[src/rtl/fu_pkg.sv]
`default_nettype none
// ============================================================================
//  Module   : fu_pkg
//  Purpose  : Shared constants, the issue-queue entry type and a readiness
//             helper used by the functional-unit issue queue.
//  Revision : 1.0 - initial release
// ============================================================================
package fu_pkg;

    localparam int NUM_OPS  = 3;   // source operands per instruction
    localparam int NUM_WB   = 3;   // writeback broadcast lanes
    localparam int IQ_PRN_W = 7;   // physical register tag width held in an entry
    localparam int IQ_ID_W  = 6;   // instruction id width held in an entry

    // One reservation-station slot; the valid bit lives beside it.
    typedef struct packed {
        logic [31:0]                          inst;
        logic [IQ_ID_W-1:0]                   id;
        logic [NUM_OPS-1:0]                   used;
        logic [NUM_OPS-1:0]                   rdy;
        logic [NUM_OPS-1:0][IQ_PRN_W-1:0]     src_prn;
        logic [NUM_OPS-1:0][63:0]             src_data;
        logic [NUM_OPS-1:0][IQ_PRN_W-1:0]     dst_prn;
        logic [NUM_OPS-1:0]                   dst_valid;
    } iq_entry_t;

    // Every operand is either not needed or already holds its value.
    function automatic logic entry_ready(input iq_entry_t e);
        return &(~e.used | e.rdy);
    endfunction

endpackage : fu_pkg
`default_nettype wire

[src/rtl/iq_age_select.sv]
`default_nettype none
// ============================================================================
//  Module   : iq_age_select
//  Purpose  : Age matrix tracking dispatch order of queue slots, plus a
//             one-hot grant of the oldest slot whose ready bit is set.
//  Revision : 1.0 - initial release
// ============================================================================
module iq_age_select #(
    parameter int DEPTH = 4
) (
    input  logic             clk,
    input  logic             rst,
    input  logic [DEPTH-1:0] alloc,
    input  logic [DEPTH-1:0] free,
    input  logic [DEPTH-1:0] ready,
    output logic [DEPTH-1:0] grant
);

    // r_older[i][j] = 1 means slot j was dispatched before slot i.
    logic [DEPTH-1:0] r_older [DEPTH];
    logic [DEPTH-1:0] r_valid;

    // New slot becomes younger than every live slot; freed slots drop out of rows and columns.
    always_ff @(posedge clk or negedge rst) begin
        if (!rst) begin
            r_valid <= '0;
            for (int i = 0; i < DEPTH; i++) begin
                r_older[i] <= '0;
            end
        end else begin
            r_valid <= (r_valid & ~free) | alloc;
            for (int i = 0; i < DEPTH; i++) begin
                if (alloc[i]) begin
                    r_older[i] <= r_valid & ~free;
                end else if (free[i]) begin
                    r_older[i] <= '0;
                end else begin
                    r_older[i] <= r_older[i] & ~free;
                end
            end
        end
    end

    // A ready slot wins when no older slot is also ready.
    generate
        for (genvar gi = 0; gi < DEPTH; gi++) begin : g_grant
            assign grant[gi] = ready[gi] & ~|(r_older[gi] & ready);
        end
    endgenerate

endmodule : iq_age_select
`default_nettype wire

[src/rtl/fu_issue_queue.sv]
`default_nettype none
// ============================================================================
//  Module   : fu_issue_queue
//  Purpose  : Reservation station for one functional unit. Holds dispatched
//             instructions, captures operands from the writeback broadcast
//             and issues the oldest fully-ready entry when the FU is ready.
//  Revision : 1.0 - initial release
// ============================================================================
module fu_issue_queue
    import fu_pkg::*;
#(
    parameter int DEPTH = 4,
    parameter int PRN_W = IQ_PRN_W,
    parameter int ID_W  = IQ_ID_W
) (
    input  logic                clk,
    input  logic                rst,
    input  logic                flush,
    input  logic                disp_valid,
    output logic                disp_ready,
    input  logic [31:0]         disp_inst,
    input  logic [ID_W-1:0]     disp_id,
    input  logic [NUM_OPS-1:0]  disp_src_used,
    input  logic [NUM_OPS-1:0]  disp_src_rdy,
    input  logic [PRN_W-1:0]    disp_src_prn  [NUM_OPS],
    input  logic [63:0]         disp_src_data [NUM_OPS],
    input  logic [PRN_W-1:0]    disp_dst_prn  [NUM_OPS],
    input  logic [NUM_OPS-1:0]  disp_dst_valid,
    input  logic                wb_valid,
    input  logic [PRN_W-1:0]    wb_prn  [NUM_WB],
    input  logic [63:0]         wb_data [NUM_WB],
    input  logic [NUM_WB-1:0]   wb_data_valid,
    input  logic                fu_ready,
    output logic                inst_valid,
    output logic [31:0]         inst,
    output logic [ID_W-1:0]     inst_id,
    output logic [63:0]         op [NUM_OPS],
    output logic [PRN_W-1:0]    out_prn [NUM_OPS],
    output logic [NUM_OPS-1:0]  out_prn_valid
);

    iq_entry_t          r_entry [DEPTH];
    logic [DEPTH-1:0]   r_valid;
    iq_entry_t          w_disp_entry;
    iq_entry_t          w_disp_woken;
    iq_entry_t          w_woken [DEPTH];
    iq_entry_t          w_sel;
    logic [DEPTH-1:0]   w_ready;
    logic [DEPTH-1:0]   w_alloc;
    logic [DEPTH-1:0]   w_grant;
    logic [DEPTH-1:0]   w_issue;
    logic [DEPTH-1:0]   w_free;
    logic               w_found;

    logic               r_inst_valid;
    logic [31:0]        r_inst;
    logic [ID_W-1:0]    r_inst_id;
    logic [63:0]        r_op [NUM_OPS];
    logic [PRN_W-1:0]   r_out_prn [NUM_OPS];
    logic [NUM_OPS-1:0] r_out_prn_valid;

    // Capture broadcast values into waiting operands; lanes are scanned high to
    // low so the lowest matching lane is the one that sticks.
    function automatic iq_entry_t wake(input iq_entry_t e);
        iq_entry_t r;
        logic      hit;
        r = e;
        for (int k = 0; k < NUM_OPS; k++) begin
            hit = 1'b0;
            if (wb_valid && r.used[k] && !r.rdy[k]) begin
                for (int j = NUM_WB - 1; j >= 0; j--) begin
                    if (wb_data_valid[j] && (IQ_PRN_W'(wb_prn[j]) == r.src_prn[k])) begin
                        r.src_data[k] = wb_data[j];
                        hit           = 1'b1;
                    end
                end
            end
            if (hit) begin
                r.rdy[k] = 1'b1;
            end
        end
        return r;
    endfunction

    assign disp_ready = ~&r_valid;
    assign w_issue    = (fu_ready && !flush) ? w_grant : '0;
    assign w_free     = flush ? '1 : w_issue;

    // Build the incoming entry, wake every slot, pick the lowest free slot and mux the granted payload.
    always_comb begin
        w_disp_entry           = '0;
        w_disp_entry.inst      = disp_inst;
        w_disp_entry.id        = IQ_ID_W'(disp_id);
        w_disp_entry.used      = disp_src_used;
        w_disp_entry.rdy       = disp_src_rdy;
        w_disp_entry.dst_valid = disp_dst_valid;
        for (int k = 0; k < NUM_OPS; k++) begin
            w_disp_entry.src_prn[k]  = IQ_PRN_W'(disp_src_prn[k]);
            w_disp_entry.src_data[k] = disp_src_data[k];
            w_disp_entry.dst_prn[k]  = IQ_PRN_W'(disp_dst_prn[k]);
        end
        w_disp_woken = wake(w_disp_entry);

        w_sel   = '0;
        w_alloc = '0;
        w_found = 1'b0;
        for (int i = 0; i < DEPTH; i++) begin
            w_woken[i] = wake(r_entry[i]);
            w_ready[i] = r_valid[i] & entry_ready(r_entry[i]);
            if (w_grant[i]) begin
                w_sel = r_entry[i];
            end
            if (!r_valid[i] && !w_found) begin
                w_alloc[i] = 1'b1;
                w_found    = 1'b1;
            end
        end
        if (!disp_valid || flush) begin
            w_alloc = '0;
        end
    end

    iq_age_select #(
        .DEPTH (DEPTH)
    ) u_age_select (
        .clk   (clk),
        .rst   (rst),
        .alloc (w_alloc),
        .free  (w_free),
        .ready (w_ready),
        .grant (w_grant)
    );

    // Slot occupancy: dispatch fills, issue frees, flush or reset empties all.
    always_ff @(posedge clk or negedge rst) begin
        if (!rst) begin
            r_valid <= '0;
        end else if (flush) begin
            r_valid <= '0;
        end else begin
            r_valid <= (r_valid & ~w_issue) | w_alloc;
        end
    end

    // Slot payload; meaningful only while the matching valid bit is set.
    always_ff @(posedge clk) begin
        for (int i = 0; i < DEPTH; i++) begin
            r_entry[i] <= w_alloc[i] ? w_disp_woken : w_woken[i];
        end
    end

    // Issue register toward the FU; payload holds between issues.
    always_ff @(posedge clk or negedge rst) begin
        if (!rst) begin
            r_inst_valid    <= 1'b0;
            r_inst          <= '0;
            r_inst_id       <= '0;
            r_out_prn_valid <= '0;
            for (int k = 0; k < NUM_OPS; k++) begin
                r_op[k]      <= '0;
                r_out_prn[k] <= '0;
            end
        end else if (flush) begin
            r_inst_valid <= 1'b0;
        end else begin
            r_inst_valid <= |w_issue;
            if (|w_issue) begin
                r_inst          <= w_sel.inst;
                r_inst_id       <= ID_W'(w_sel.id);
                r_out_prn_valid <= w_sel.dst_valid;
                for (int k = 0; k < NUM_OPS; k++) begin
                    r_op[k]      <= w_sel.used[k] ? w_sel.src_data[k] : 64'd0;
                    r_out_prn[k] <= PRN_W'(w_sel.dst_prn[k]);
                end
            end
        end
    end

    assign inst_valid    = r_inst_valid;
    assign inst          = r_inst;
    assign inst_id       = r_inst_id;
    assign op            = r_op;
    assign out_prn       = r_out_prn;
    assign out_prn_valid = r_out_prn_valid;

endmodule : fu_issue_queue
`default_nettype wire

[config.mk]
export PLATFORM = sky130hd
export DESIGN_NAME = fu_issue_queue
export DESIGN_NICKNAME = d
export VERILOG_FILES = /design/src/rtl/fu_pkg.sv /design/src/rtl/iq_age_select.sv /design/src/rtl/fu_issue_queue.sv
export SDC_FILE = /design/constraint.sdc
export NUM_CORES = 2
export LEC_CHECK = 0
export BUFFER_PORTS_ARGS = -buffer_cell sky130_fd_sc_hd__buf_2
export CAP_MARGIN = 10
export CELL_PAD_IN_SITES_DETAIL_PLACEMENT = 2
export CELL_PAD_IN_SITES_GLOBAL_PLACEMENT = 2
export CORE_MARGIN = 3
export CORE_UTILIZATION = 40
export CTS_CLUSTER_DIAMETER = 60
export DETAILED_ROUTE_END_ITERATION = 6
export GPL_ROUTABILITY_DRIVEN = 0
export PLACE_DENSITY = 0.9
export SLEW_MARGIN = 20
export SYNTH_ARGS = -nofsm -noshare
export SYNTH_HDL_FRONTEND = slang
export SYNTH_SLANG_ARGS = --single-unit
export TNS_END_PERCENT = 10
[constraint.sdc]
create_clock -name clk -period 11.21 [get_ports clk]
set_input_delay 0 -clock clk [delete_from_list [all_inputs] [get_ports clk]]
set_output_delay 0 -clock clk [all_outputs]
set_load 0.02 [all_outputs]
==> impl_results.md, run 1 <==
* Synth Area in Compound Gates at 0.238
* Rows at 167
* Mean Syn Cell Area at approximately 9.9 sq um
* Mux cell area share after synthesis at 0.114
* Sink Count at approximately 1,400
* Async SR Flop Fraction at 0.199
* Combinational family with the most area after synthesis: compound AO/OA/AOI/OAI gates
* Halt Stage: 5_1_grt
* Ys flop type: edfxtp_1
* CTS Buf Count at 171
* IO Count at approximately 760
* Initial antenna violation count at 193
* Adder-Cell Fraction of Synth Area at 0
* Syn nets at 9,049
* Post-synthesis cell count at 8,546
* H-tree levels at 4
* Dpl hpwl at 260 mm
* Synth Area in XOR/XNOR at 0.0327
* Netlist Area Pre-Place at between 80,000 and 90,000 sq um
* Hold buffers post-CTS at 836
* Vert. Die Dim at approximately 470 um
* CTS resizes at 0
* Status: stopped before the end
* Die X at roughly 470 um
* Largest net degree at the start of global routing at roughly 210
* Synth Warn # at 0
* Post-synth EDFFs at 1,112
* Clk buf depth at 3
* Starting Density at 0.405
* Post-CTS setup buffer count at 0
* Tool error: [ERROR GRT-0228] Horizontal edge usage exceeds the maximum allowed. (46, 23) usage=65535 limit=3200
* Synth top area cells: edfxtp_1 (40%), mux2i_1 (11%), dfrtp_1 (8.3%)
* Sequential area share after synthesis at 0.482
* Yosys top cell area share at 0.396
* Clock Tree Root: clkbuf_16
* FF+latch count, synth at approximately 1,400
* Distinct cell type count of the synthesized netlist at 50
* Port bufs at around 760
* Post-synthesis simple-gate area fraction at 0.0845
* Synth area leader: edfxtp_1
-- cell usage after synthesis (all sizes together) (4+ instances only) --
master and number:
xor2 114, or2 4, clkinv 4, a211oi 192, xnor2 201, buf 198
o211ai 770, clkbuf 843, nor2 310, or4 5, nor4 31, o21ai 1346
a21oi 284, and4 5, a2bb2oi 256, nor2b 14, edfxtp 1112, dfrtp 279
mux2i 960, nand2 1090, nand3 15, dfxtp 12, or3 6, o311ai 5
nand2b 6, and3 128, a221oi 257, nand4 72
-- cell families after synthesis --
group,after synthesis
flip-flops,1403
AO/OA/AOI/OAI,3126
XOR/XNOR,315
AND/OR/NAND/NOR,1694
buffers and inverters,1048
multiplexers,960
-- metrics by stage --
stage	utilization	instances	setup WS (ns)	area, sq um	hold slack, ns
2_1_floorplan	-	8546	4.52	84300	-0.296
3_3_place_gp	0.428	11200	6.25	89100	0.00908
3_5_place_dp	0.428	11200	6.07	89100	0.00779
4_1_cts	0.496	12300	5.83	103000	0.00249
==> run 2: changes to the inputs <==
--- a/config.mk
+++ b/config.mk
@@ -7,14 +7,11 @@
 export LEC_CHECK = 0
 export BUFFER_PORTS_ARGS = -buffer_cell sky130_fd_sc_hd__buf_2
 export CAP_MARGIN = 10
-export CELL_PAD_IN_SITES_DETAIL_PLACEMENT = 2
-export CELL_PAD_IN_SITES_GLOBAL_PLACEMENT = 2
 export CORE_MARGIN = 3
-export CORE_UTILIZATION = 40
-export CTS_CLUSTER_DIAMETER = 60
+export CORE_UTILIZATION = 25
 export DETAILED_ROUTE_END_ITERATION = 6
 export GPL_ROUTABILITY_DRIVEN = 0
-export PLACE_DENSITY = 0.9
+export PLACE_DENSITY_LB_ADDON = 0.15
 export SLEW_MARGIN = 20
 export SYNTH_ARGS = -nofsm -noshare
 export SYNTH_HDL_FRONTEND = slang
==> impl_results.md, run 2 <==
* Status: finished, final reports clean
* Leak pwr at between 30 and 40 nW
* Async SR Flop Fraction at 0.199 (unchanged)
* Clk slew on worst S/H paths at roughly 0.060 ns
* Nets@finish at 9,937
* TritonRoute pass-1 iters at 5
* Normalized max-slew margin at 0.201
* Count leader, synth: o21ai_0
* Initial antenna violation count at between 60 and 70
* Distinct cell type count of the synthesized netlist at 50 (unchanged)
* Synth Warn # at 0 (unchanged)
* Vias in the first global route at 76,300
* Yosys top cell area share at 0.396 (unchanged)
* First-pass GRT wire length at about 620 mm
* CTS tree: yes
* PwrDens at about 140 nW/um^2
* Syn nets at 9,049 (unchanged)
* GRT Util Overall at 0.247
* CP top delay family: simple AND/OR/NAND/NOR gates
* Post-synthesis cell count at 8,546 (unchanged)
* H-tree levels at 4 (unchanged)
* Fraction of layout cells with a size suffix above 1 at 0.130
* Slew Limit Fails at 0
* IO Count at 759 (unchanged)
* Post-CTS setup buffer count at 0 (unchanged)
* Largest net degree at the start of global routing at 179
* Port bufs at 758 (unchanged)
* Fmax at 197 MHz
* CTS Buf Count at 185 (+8.2%)
* Worst-Skew Late Latency at 0.88 ns
* Setup crit start kind: flop
* Maxcap violations at 0
* Switching fraction of total power at 0.286
* Die Area at roughly 340,000 sq um
* Layout area overhead at 25.5%
* Post-synth EDFFs at 1,112 (unchanged)
* Starting Density at 0.252 (-0.153)
* Maximum VDD drop at between 0.1 and 0.15 mV
* Final Cycle Share at 0.454
* Vias per cell at about 5.5
* Slowest CP cell: a2111o_2
* Part of the power in registers at 0.417
* Synth top area cells: edfxtp_1 (40%), mux2i_1 (11%), dfrtp_1 (8.3%)
* Layout fillers at 34,500
* Combinational power share at 0.160
* Ys flop type: edfxtp_1
* Crit-path most repeated cell: buf_4
* Sink Count at 1,403 (unchanged)
* Rows at 212 (+27%)
* Crit path DAT at around 5.8 ns
* Vert. Die Dim at 587 um (+26%)
* Synth area leader: edfxtp_1
* Largest register FFs at around 1,100
* Commonest cells post-synth: o21ai_0 (1,161), edfxtp_1 (1,112), nand2_1 (1,089), mux2i_1 (960), clkbuf_1 (843)
* Dpl hpwl at 265 mm (+1.7%)
* Final wirelength at 444 mm
* Cells along the critical path: nor2b_1 > nor4b_2 > a2111o_2 > nand2_2 > o31ai_4 > buf_4 > or3_4 > buf_4 > o21ai_1
* Placement Cell Area at 91,400 sq um (+2.6%)
* Final hold violation count at 0
* DR iter-0 viols at roughly 8,000
* CP bufs+invs at 2
* Internal power at slightly above 0.01 W
* NetSw at between 0.004 and 0.005 W
* Drc violations at 0
* Slew @ Worst Pin at about 1.2 ns
* Critical path required time at ~12 ns
* Design area at 106,000 sq um
* Top reg by flops: r_entry
* CORE AREA at between 300,000 and 400,000 sq um
* Unrepaired setup endpoints after global routing: false
* Clk buf depth at 4 (+1)
* Clock power frac at 0.423
* Clock Tree Root: clkbuf_16
* Max Clock Skew at 0.0573 ns
* FF+latch count, synth at 1,403 (unchanged)
* Sequential area share after synthesis at 0.482 (unchanged)
* CP max stage delay at 0.86 ns
* Critical Path Sink Type: flop
* Tmin final at 5.09 ns
* Vias at between 70,000 and 80,000
* Commonest cells after routing, fill and taps aside: o21ai_0 (1,157), edfxtp_1 (1,112), nand2_1 (1,083)
* TNS Setup at 0 ns
* Hold WS at 0.0447 ns
* Total grt overflow at 0
* Worst Hold Class: in -> reg
* Avg WL per Cell at roughly 31 um
* Largest fanout on the critical path at 39
* Commonest non-fill, non-tap cell in the layout: o21ai_0
* Mean Syn Cell Area at 9.87 sq um (unchanged)
* Antenna Nets Post-Route at 0
* Netlist Area Pre-Place at 84,300 sq um (unchanged)
* Worst Setup Path Type: reg -> reg
* Die X at 587 um (+26%)
* Final setup viols at 0
==> run 2: cell counts after synthesis <==
Identical to the previous run, type by type.
==> run 2: stage by stage <==
step | util | setup WS (ns) | power (W) | instances
after global routing | 0.316 | 5.92 | 0.0149 | 14100
after CTS | 0.316 | 6.09 | 0.0145 | 14100
after global placement | 0.273 | 6.25 | 0.00807 | 12900
after floorplan | - | 4.52 | 0.00724 | 8546
final | 0.316 | 6.12 | 0.0143 | 14100
after detailed placement | 0.273 | 6.14 | 0.00810 | 12900
==> run 2: layout make-up <==
class / instances / area (sq um) / share of cell area
well taps: 4494 / 5620 / 0.0531
flip-flops and latches: 1403 / 40600 / 0.384
clock buffers: 260 / 5140 / 0.0486
inverters: 7 / 36.3 / 0.000343
repair buffers: 1742 / 13500 / 0.128
multi-input cells: 6095 / 39900 / 0.377
diodes: 40 / 100 / 0.000946
clock inverters: 80 / 901 / 0.00851
==> run 2: timing repair <==
action                    in CTS  in global routing
gates resized for setup        0                  0
hold endpoints to repair    1253                  0
hold buffers                 828                  0
==> run 2: path summary, 6_finish.rpt <==
path / from / cells after the start / slack (ns) / to
hold / removal: disp_src_prn[15] / 2 / 0.04 / r_entry[3][217]
setup reg to reg: r_entry[3][240] / 9 / 6.12 / op[106]
min in group asynchronous: rst / 4 / 0.39 / op[104]
hold reg to reg: inst[4] / 2 / 0.47 / inst[4]
max in group asynchronous: rst / 6 / 8.68 / u_age_select.r_older[8]
setup / recovery: r_entry[3][240] / 9 / 6.12 / op[106]
==> run 2: cell families after synthesis <==
kind of cell | after synthesis | synth area share
AO/OA/AOI/OAI | 3126 | 0.238
XOR/XNOR | 315 | 0.0327
buffers and inverters | 1048 | 0.0493
flip-flops | 1403 | 0.482
multiplexers | 960 | 0.114
AND/OR/NAND/NOR | 1694 | 0.0845
==> run 2: worst reg2reg max path, delay by kind of cell (launching register included) <==
family          cells  cell delay [ns]
compound gates      3             1.38
buf+inv             2             1.39
flops               1             0.38
simple gates        4             1.73
==> run 2: power by group through the flow <==
stage / clock network (W) / logic, W / registers, W
5_1_grt: 0.00641 / 0.00247 / 0.00600
3_3_place_gp: 0 / 0.00198 / 0.00609
6_report: 0.00607 / 0.00229 / 0.00599
4_1_cts: 0.00620 / 0.00228 / 0.00599
2_1_floorplan: 0 / 0.00108 / 0.00616
3_5_place_dp: 0 / 0.00201 / 0.00609
==> run 2: metal layers <==
layer	up-vias	share of wire	track usage
met5	-	0.00018	0
met4	12	0.044	0.101
met3	736	0.074	0.0453
met2	3725	0.46	0.397
met1	39600	0.42	0.327
li1	34200	-	-
No activity file was read; power rests on OpenSTA's default activity.
